==> src/rtl/muldiv_pkg.sv <==
// -----------------------------------------------------------------------------
// muldiv_pkg
// Shared definitions for the HI/LO multiply/divide sequencer:
//   - operation codes presented on Op
//   - FSM state encoding
//   - default operand width and iteration count (one result bit per cycle)
// -----------------------------------------------------------------------------
package muldiv_pkg;

    localparam int MULDIV_WIDTH = 32;
    // One multiplier/quotient bit is produced per iteration.
    localparam int MULDIV_ITERS = MULDIV_WIDTH;

    localparam logic [2:0] OP_MULT  = 3'b000;
    localparam logic [2:0] OP_MULTU = 3'b001;
    localparam logic [2:0] OP_DIV   = 3'b010;
    localparam logic [2:0] OP_DIVU  = 3'b011;
    localparam logic [2:0] OP_MADD  = 3'b100;
    localparam logic [2:0] OP_MSUB  = 3'b101;

    typedef enum logic [1:0] {
        ST_IDLE = 2'b00,
        ST_MUL  = 2'b01,
        ST_DIV  = 2'b10,
        ST_FIX  = 2'b11
    } state_t;

endpackage

==> src/rtl/muldiv_step.sv <==
// -----------------------------------------------------------------------------
// muldiv_step
// Combinational single iteration of the multi-cycle multiply/divide datapath.
//   is_mul   in  1        1: shift-add multiply step, 0: restoring divide step
//   acc      in  2*WIDTH  working register
//                         multiply: {partial product, remaining multiplier}
//                         divide  : {partial remainder, dividend/quotient}
//   operand  in  WIDTH    multiplicand (multiply) or divisor (divide)
//   acc_next out 2*WIDTH  working register after this iteration
// -----------------------------------------------------------------------------
module muldiv_step
    import muldiv_pkg::*;
#(
    parameter int WIDTH = MULDIV_WIDTH
) (
    input  logic                 is_mul,
    input  logic [2*WIDTH-1:0]   acc,
    input  logic [WIDTH-1:0]     operand,
    output logic [2*WIDTH-1:0]   acc_next
);

    logic [WIDTH:0]   sum_s;
    logic [2*WIDTH:0] shifted_s;
    logic [WIDTH:0]   diff_s;

    // One iteration: add-then-shift-right for multiply, shift-left-then-trial-subtract for divide
    always_comb begin
        sum_s     = {1'b0, acc[2*WIDTH-1:WIDTH]}
                  + (acc[0] ? {1'b0, operand} : {(WIDTH+1){1'b0}});
        shifted_s = {acc, 1'b0};
        // The shifted remainder needs WIDTH+1 bits; a borrow in diff_s marks a failed trial.
        diff_s    = shifted_s[2*WIDTH:WIDTH] - {1'b0, operand};
        if (is_mul) begin
            // Carry of the add becomes the new MSB as the product shifts right.
            acc_next = {sum_s, acc[WIDTH-1:1]};
        end else if (!diff_s[WIDTH]) begin
            acc_next = {diff_s[WIDTH-1:0], shifted_s[WIDTH-1:1], 1'b1};
        end else begin
            acc_next = shifted_s[2*WIDTH-1:0];
        end
    end

endmodule

==> src/rtl/hilo_muldiv_ctrl.sv <==
// -----------------------------------------------------------------------------
// hilo_muldiv_ctrl
// Multi-cycle sequencer for MULT/MULTU/DIV/DIVU that owns the HI/LO registers.
// Iterative shift-add multiply and restoring divide, one bit per cycle:
// accept on edge 0, iterate on edges 1..WIDTH, write back on edge WIDTH+1.
//
// Ports:
//   Clk      in   1      clock, rising edge
//   Rst      in   1      asynchronous active-low reset
//   Start    in   1      request, accepted only when Busy=0 and Op is legal
//   Op       in   3      operation code (see muldiv_pkg)
//   A, B     in   WIDTH  rs / rt operands, sampled at accept
//   WrHi     in   1      MTHI strobe (honoured only while idle, no accepted Start)
//   WrLo     in   1      MTLO strobe (same rule)
//   WrData   in   WIDTH  MTHI/MTLO data
//   Busy     out  1      operation in flight
//   Done     out  1      one-cycle pulse coincident with Hi/Lo writeback
//   DivZero  out  1      pulses with Done for a divide with B=0
//   Hi, Lo   out  WIDTH  architectural HI/LO registers
//
// Build option: define HILO_MULACC_EN to make Op 100 (MADD) and 101 (MSUB)
// legal; both are signed and accumulate the product into {Hi,Lo}.
// -----------------------------------------------------------------------------
module hilo_muldiv_ctrl
    import muldiv_pkg::*;
#(
    parameter int WIDTH = MULDIV_WIDTH
) (
    input  logic              Clk,
    input  logic              Rst,
    input  logic              Start,
    input  logic [2:0]        Op,
    input  logic [WIDTH-1:0]  A,
    input  logic [WIDTH-1:0]  B,
    input  logic              WrHi,
    input  logic              WrLo,
    input  logic [WIDTH-1:0]  WrData,
    output logic              Busy,
    output logic              Done,
    output logic              DivZero,
    output logic [WIDTH-1:0]  Hi,
    output logic [WIDTH-1:0]  Lo
);

    localparam int CNT_W = $clog2(WIDTH) + 1;

    state_t               state_r;
    state_t               state_s;
    logic [2:0]           op_r;
    logic                 sign_a_r;
    logic                 sign_b_r;
    logic [WIDTH-1:0]     opnd_r;
    logic [2*WIDTH-1:0]   acc_r;
    logic [2*WIDTH-1:0]   acc_step_s;
    logic [CNT_W-1:0]     cnt_r;
    logic                 busy_r;
    logic                 done_r;
    logic                 divzero_r;
    logic [WIDTH-1:0]     hi_r;
    logic [WIDTH-1:0]     lo_r;

    logic                 legal_s;
    logic                 is_signed_s;
    logic                 is_div_s;
    logic                 accept_s;
    logic                 last_iter_s;
    logic [WIDTH-1:0]     a_mag_s;
    logic [WIDTH-1:0]     b_mag_s;
    logic [2*WIDTH-1:0]   prod_s;
    logic [WIDTH-1:0]     quo_s;
    logic [WIDTH-1:0]     rem_s;
    logic [2*WIDTH-1:0]   wb_s;
    logic                 divz_s;

    // Decode Op into legality, signedness and multiply/divide class
    always_comb begin
        legal_s     = 1'b0;
        is_signed_s = 1'b0;
        is_div_s    = 1'b0;
        case (Op)
            OP_MULT: begin
                legal_s     = 1'b1;
                is_signed_s = 1'b1;
            end
            OP_MULTU: begin
                legal_s     = 1'b1;
            end
            OP_DIV: begin
                legal_s     = 1'b1;
                is_signed_s = 1'b1;
                is_div_s    = 1'b1;
            end
            OP_DIVU: begin
                legal_s     = 1'b1;
                is_div_s    = 1'b1;
            end
`ifdef HILO_MULACC_EN
            OP_MADD, OP_MSUB: begin
                legal_s     = 1'b1;
                is_signed_s = 1'b1;
            end
`endif
            default: begin
                legal_s     = 1'b0;
            end
        endcase
    end

    assign accept_s    = Start & ~busy_r & legal_s;
    assign last_iter_s = (cnt_r == CNT_W'(WIDTH - 1));

    // Operand magnitudes: the iterative core works on unsigned values only
    always_comb begin
        if (is_signed_s && A[WIDTH-1]) begin
            a_mag_s = -A;
        end else begin
            a_mag_s = A;
        end
        if (is_signed_s && B[WIDTH-1]) begin
            b_mag_s = -B;
        end else begin
            b_mag_s = B;
        end
    end

    muldiv_step #(
        .WIDTH    (WIDTH)
    ) u_step (
        .is_mul   (state_r == ST_MUL),
        .acc      (acc_r),
        .operand  (opnd_r),
        .acc_next (acc_step_s)
    );

    // FSM state register
    always_ff @(posedge Clk or negedge Rst) begin
        if (!Rst) begin
            state_r <= ST_IDLE;
        end else begin
            state_r <= state_s;
        end
    end

    // FSM next-state logic
    always_comb begin
        state_s = state_r;
        case (state_r)
            ST_IDLE: begin
                if (accept_s) begin
                    state_s = is_div_s ? ST_DIV : ST_MUL;
                end else begin
                    state_s = ST_IDLE;
                end
            end
            ST_MUL, ST_DIV: begin
                if (last_iter_s) begin
                    state_s = ST_FIX;
                end else begin
                    state_s = state_r;
                end
            end
            ST_FIX: begin
                state_s = ST_IDLE;
            end
            default: begin
                state_s = ST_IDLE;
            end
        endcase
    end

    // Sign correction and result mapping for the writeback cycle.
    // Unsigned ops latch both sign bits as 0, so no correction applies to them.
    // Divide by zero falls out naturally: quotient all ones, remainder = |A|.
    always_comb begin
        prod_s = (sign_a_r ^ sign_b_r) ? -acc_r : acc_r;
        quo_s  = (sign_a_r ^ sign_b_r) ? -acc_r[WIDTH-1:0] : acc_r[WIDTH-1:0];
        rem_s  = sign_a_r ? -acc_r[2*WIDTH-1:WIDTH] : acc_r[2*WIDTH-1:WIDTH];
        wb_s   = prod_s;
        divz_s = 1'b0;
        case (op_r)
            OP_DIV, OP_DIVU: begin
                wb_s   = {rem_s, quo_s};
                divz_s = (opnd_r == {WIDTH{1'b0}});
            end
`ifdef HILO_MULACC_EN
            OP_MADD: begin
                wb_s = {hi_r, lo_r} + prod_s;
            end
            OP_MSUB: begin
                wb_s = {hi_r, lo_r} - prod_s;
            end
`endif
            default: begin
                wb_s = prod_s;
            end
        endcase
    end

    // Datapath, counter, HI/LO and status registers
    always_ff @(posedge Clk or negedge Rst) begin
        if (!Rst) begin
            op_r      <= 3'b000;
            sign_a_r  <= 1'b0;
            sign_b_r  <= 1'b0;
            opnd_r    <= {WIDTH{1'b0}};
            acc_r     <= {(2*WIDTH){1'b0}};
            cnt_r     <= {CNT_W{1'b0}};
            busy_r    <= 1'b0;
            done_r    <= 1'b0;
            divzero_r <= 1'b0;
            hi_r      <= {WIDTH{1'b0}};
            lo_r      <= {WIDTH{1'b0}};
        end else begin
            done_r    <= 1'b0;
            divzero_r <= 1'b0;
            case (state_r)
                ST_IDLE: begin
                    if (accept_s) begin
                        // An accepted Start takes priority over MTHI/MTLO.
                        op_r     <= Op;
                        sign_a_r <= is_signed_s & A[WIDTH-1];
                        sign_b_r <= is_signed_s & B[WIDTH-1];
                        cnt_r    <= {CNT_W{1'b0}};
                        busy_r   <= 1'b1;
                        if (is_div_s) begin
                            opnd_r <= b_mag_s;
                            acc_r  <= {{WIDTH{1'b0}}, a_mag_s};
                        end else begin
                            opnd_r <= a_mag_s;
                            acc_r  <= {{WIDTH{1'b0}}, b_mag_s};
                        end
                    end else begin
                        if (WrHi) begin
                            hi_r <= WrData;
                        end else begin
                            hi_r <= hi_r;
                        end
                        if (WrLo) begin
                            lo_r <= WrData;
                        end else begin
                            lo_r <= lo_r;
                        end
                    end
                end
                ST_MUL, ST_DIV: begin
                    acc_r <= acc_step_s;
                    cnt_r <= cnt_r + CNT_W'(1);
                end
                ST_FIX: begin
                    hi_r      <= wb_s[2*WIDTH-1:WIDTH];
                    lo_r      <= wb_s[WIDTH-1:0];
                    done_r    <= 1'b1;
                    divzero_r <= divz_s;
                    busy_r    <= 1'b0;
                end
                default: begin
                    busy_r <= 1'b0;
                end
            endcase
        end
    end

    assign Busy    = busy_r;
    assign Done    = done_r;
    assign DivZero = divzero_r;
    assign Hi      = hi_r;
    assign Lo      = lo_r;

endmodule

==> config.mk <==
export PLATFORM = sky130hd
export DESIGN_NAME = hilo_muldiv_ctrl
export DESIGN_NICKNAME = d
export VERILOG_FILES = /design/src/rtl/muldiv_pkg.sv /design/src/rtl/muldiv_step.sv /design/src/rtl/hilo_muldiv_ctrl.sv
export SDC_FILE = /design/constraint.sdc
export NUM_CORES = 1
export LEC_CHECK = 0
export ABC_CLOCK_PERIOD_IN_PS = 5500
export BUFFER_PORTS_ARGS = -buffer_cell sky130_fd_sc_hd__buf_2
export CAP_MARGIN = 30
export CORE_MARGIN = 8
export CORE_UTILIZATION = 45
export DETAILED_ROUTE_END_ITERATION = 12
export SKIP_CTS_REPAIR_TIMING = 1
export SYNTH_ARGS = -nofsm -noshare
export SYNTH_HDL_FRONTEND = slang
export SYNTH_SLANG_ARGS = --single-unit
==> constraint.sdc <==
create_clock -name Clk -period 5.5 [get_ports Clk]
set_input_delay 0 -clock Clk [delete_from_list [all_inputs] [get_ports Clk]]
set_output_delay 0 -clock Clk [all_outputs]
set_load 0.01 [all_outputs]
==> reports/qor.json <==
{
  "place": {
    "setup_slack_at_placement_ns": 1.430,
    "gp_congestion": 0.9708,
    "dpl.hpwl_um": 43520,
    "placement.io_buffers": 170
  },
  "worst_setup_path": {
    "worstPathRequired_ns": 5.84,
    "critical-path-slowest-cell": "sky130_fd_sc_hd__o41a_1",
    "timing.reg2reg.worst_path_depth": 13,
    "critPathArrivalTime_ns": 4.45,
    "worstSetupPathDepth": 13,
    "slowest_delay_ns": 0.52,
    "critPathTopFamily": "compound AO/OA/AOI/OAI gates",
    "timing.critical_path.fanout_max": 30,
    "timing.critical_path.from_type": "register",
    "path_buf_inv": 2,
    "timing.critical_path.to_type": "register",
    "setup.worst_path.class": "register to register",
    "worstPathCellList": "inv_1 -> buf_4 -> nor2_1 -> ha_1 -> nand3_1 -> o2111a_1 -> a211oi_1 -> a31oi_1 -> o41a_1 -> o21ba_2 -> a21oi_1 -> mux2_2 -> a32o_1"
  },
  "run_status": {
    "failed_checks": "hold timing",
    "run_status": "finished, violations left"
  },
  "floorplanning": {
    "start_util_pct": 45.49,
    "die_h_um": 199.7,
    "coreArea_um2": 33360,
    "rows": 67,
    "io_pins": 171,
    "floorplan.die_area_um2": 39860,
    "die_width_um": 199.7
  },
  "final_layout": {
    "post-route-util_pct": 51.14,
    "drive_above_1_share_pct": 13.30,
    "insertedDiodeCount": 0,
    "area.growth.synth_to_final_pct": 12.42,
    "num-nets-final": 2258
  },
  "synthesis": {
    "synth_top_cell_area_share_pct": 28.85,
    "ys_seq_elements": 175,
    "synth-warning-count": 0,
    "synth_flop_cell": "sky130_fd_sc_hd__dfrtp_1",
    "synth_area_per_cell_um2": 7.740,
    "synth_top_cells_by_count": "sky130_fd_sc_hd__nor2_1, sky130_fd_sc_hd__nand2_1, sky130_fd_sc_hd__a21oi_1, sky130_fd_sc_hd__dfrtp_1, sky130_fd_sc_hd__o21ai_0",
    "synth.area.top_cells": "sky130_fd_sc_hd__dfrtp_1, sky130_fd_sc_hd__a21oi_1, sky130_fd_sc_hd__ha_1",
    "synth.most_common_cell": "sky130_fd_sc_hd__nor2_1",
    "synth_cells": 1961,
    "ys_async_sr_fraction_pct": 100.0,
    "synth.largest_area_cell": "sky130_fd_sc_hd__dfrtp_1",
    "synth_edf_count": 0,
    "post_synth_instance_area_um2": 15180,
    "unique_masters_post_synth": 79,
    "synth_sequential_area_ratio_pct": 28.85,
    "postSynthNetCount": 2140
  },
  "timing": {
    "maxSlewViolCount": 0,
    "final-hold-violation-count": 4,
    "max_clock_freq_mhz": 243.1,
    "rsz0062_at_grt": "false",
    "period_minus_slack_ns": 4.114,
    "timing.final.crit_share_pct": 74.80,
    "worst_pin_slew_ns": 0.9933,
    "setup_violations": 0,
    "finalSetupTns_ns": 0,
    "final_critical_path_setup_slack_ns": 1.386,
    "finalClockSkew_ns": 0.01013,
    "slew_headroom_pct": 33.17,
    "minimum_hold_slack_ns": -0.02263
  },
  "global_route": {
    "grt-ovfl-total": 0,
    "grt_pass1_vias": 13980,
    "global_route.usage.total_pct": 27.35,
    "grt_pass1_wl_um": 84080,
    "grt_start_max_net_pins": 74,
    "antenna_violations_before_repair": 0
  },
  "route": {
    "detail_route.vias_per_cell": 5.966,
    "drt_wl_total_um": 54960,
    "drc_errors": 0,
    "detailedRoute.firstPassIterationCount": 8,
    "route.vias.total": 15150,
    "detail_route.wl_per_cell_um": 21.65,
    "drt_first_iter_violations": 1336,
    "antenna_left": 0
  },
  "cts": {
    "cts_max_path_buffers": 2,
    "path_clk_slew_ns": 0.07,
    "cts_tree": "done",
    "clk-insertion-delay-late_ns": 0.45,
    "htreeDepth": 4,
    "clock_sinks": 175,
    "tritoncts_buffer_count": 17,
    "root_buffer": "sky130_fd_sc_hd__clkbuf_16"
  },
  "min_path": {
    "hold_path.class": "input pin to register",
    "timing.hold.worst_path_depth": 4
  },
  "flow_run": {
    "drv_cap": 0
  }
}
## registers in the layout (all words and copies together), names as in the netlist
name,cells
Lo,32
sign_b_r,1
Busy,1
DivZero,1
Done,1
opnd_r,32
state_r,2
sign_a_r,1
Hi,32
op_r,2
acc_r,64
cnt_r,6
## per-stage QoR
step | area [µm²] | cells
2_1_floorplan | 15180 | 1961
3_3_place_gp | 16330 | 2489
3_5_place_dp | 16360 | 2491
4_1_cts | 16890 | 2522
5_1_grt | 17060 | 2539
6_report | 17060 | 2539
## path summary, 6_finish.rpt
check | start | end | slack [ns]
max | acc_r[0] | acc_r[62] | 1.39
min | WrData[5] | Lo[5] | -0.02
max reg2reg | acc_r[0] | acc_r[62] | 1.39
min reg2reg | Hi[31] | Hi[31] | 0.47
max in group asynchronous | Rst | opnd_r[22] | 4.18
min in group asynchronous | Rst | Lo[14] | 0.04
## worst reg2reg max path, delay by kind of cell, from the launching register on
family                   cells  cell delay, ns
AO/OA/AOI/OAI                7            2.09
adder cells (fa/ha/maj)      1            0.37
buffers and inverters        2            0.46
flip-flops                   1            0.48
multiplexers                 1            0.35
AND/OR/NAND/NOR              2            0.25
## logic make-up after synthesis
group	count (synthesis)	synth area share, %
flip-flops	175	28.85
multiplexers	54	3.734
buffers and inverters	186	5.119
adder cells (fa/ha/maj)	75	6.281
AO/OA/AOI/OAI	639	26.43
XOR/XNOR	174	10.04
AND/OR/NAND/NOR	658	19.54
## final cells by class
cell class                      instances  area [µm²]
Fill cell                            3345       16300
Clock inverter                         14       108.9
Inverter                               71       266.5
Sequential cell                       175        4379
Clock buffer                           17       425.4
Tap cell                              448       560.5
Timing Repair Buffer                  214        1245
Multi-Input combinational cell       1600       10080
## placed cells by master (no fill, tap or decap), types with 33 or more instances in the layout
| master | n |
|---|---|
| sky130_fd_sc_hd__nand2_1 | 216 |
| sky130_fd_sc_hd__xnor2_1 | 89 |
| sky130_fd_sc_hd__nor3_1 | 42 |
| sky130_fd_sc_hd__dfrtp_1 | 175 |
| sky130_fd_sc_hd__nor2_1 | 232 |
| sky130_fd_sc_hd__a21o_1 | 59 |
| sky130_fd_sc_hd__inv_1 | 70 |
| sky130_fd_sc_hd__mux2i_1 | 33 |
| sky130_fd_sc_hd__a21oi_1 | 192 |
| sky130_fd_sc_hd__a211oi_1 | 49 |
| sky130_fd_sc_hd__ha_1 | 71 |
| sky130_fd_sc_hd__o21ai_0 | 170 |
| sky130_fd_sc_hd__xor2_1 | 83 |
| sky130_fd_sc_hd__buf_2 | 169 |
## metal layers
metal,vias to the layer above,GRT usage [%],part of all wire [%]
met3,52,4.581,8.0
li1,7280,-,-
met5,-,0,0
met1,7175,40.51,47
met2,640,40.78,43
met4,0,6.540,1.8
Power is not shown: default switching activity piles up to over one toggle a cycle in this logic, so the estimate is an artifact.
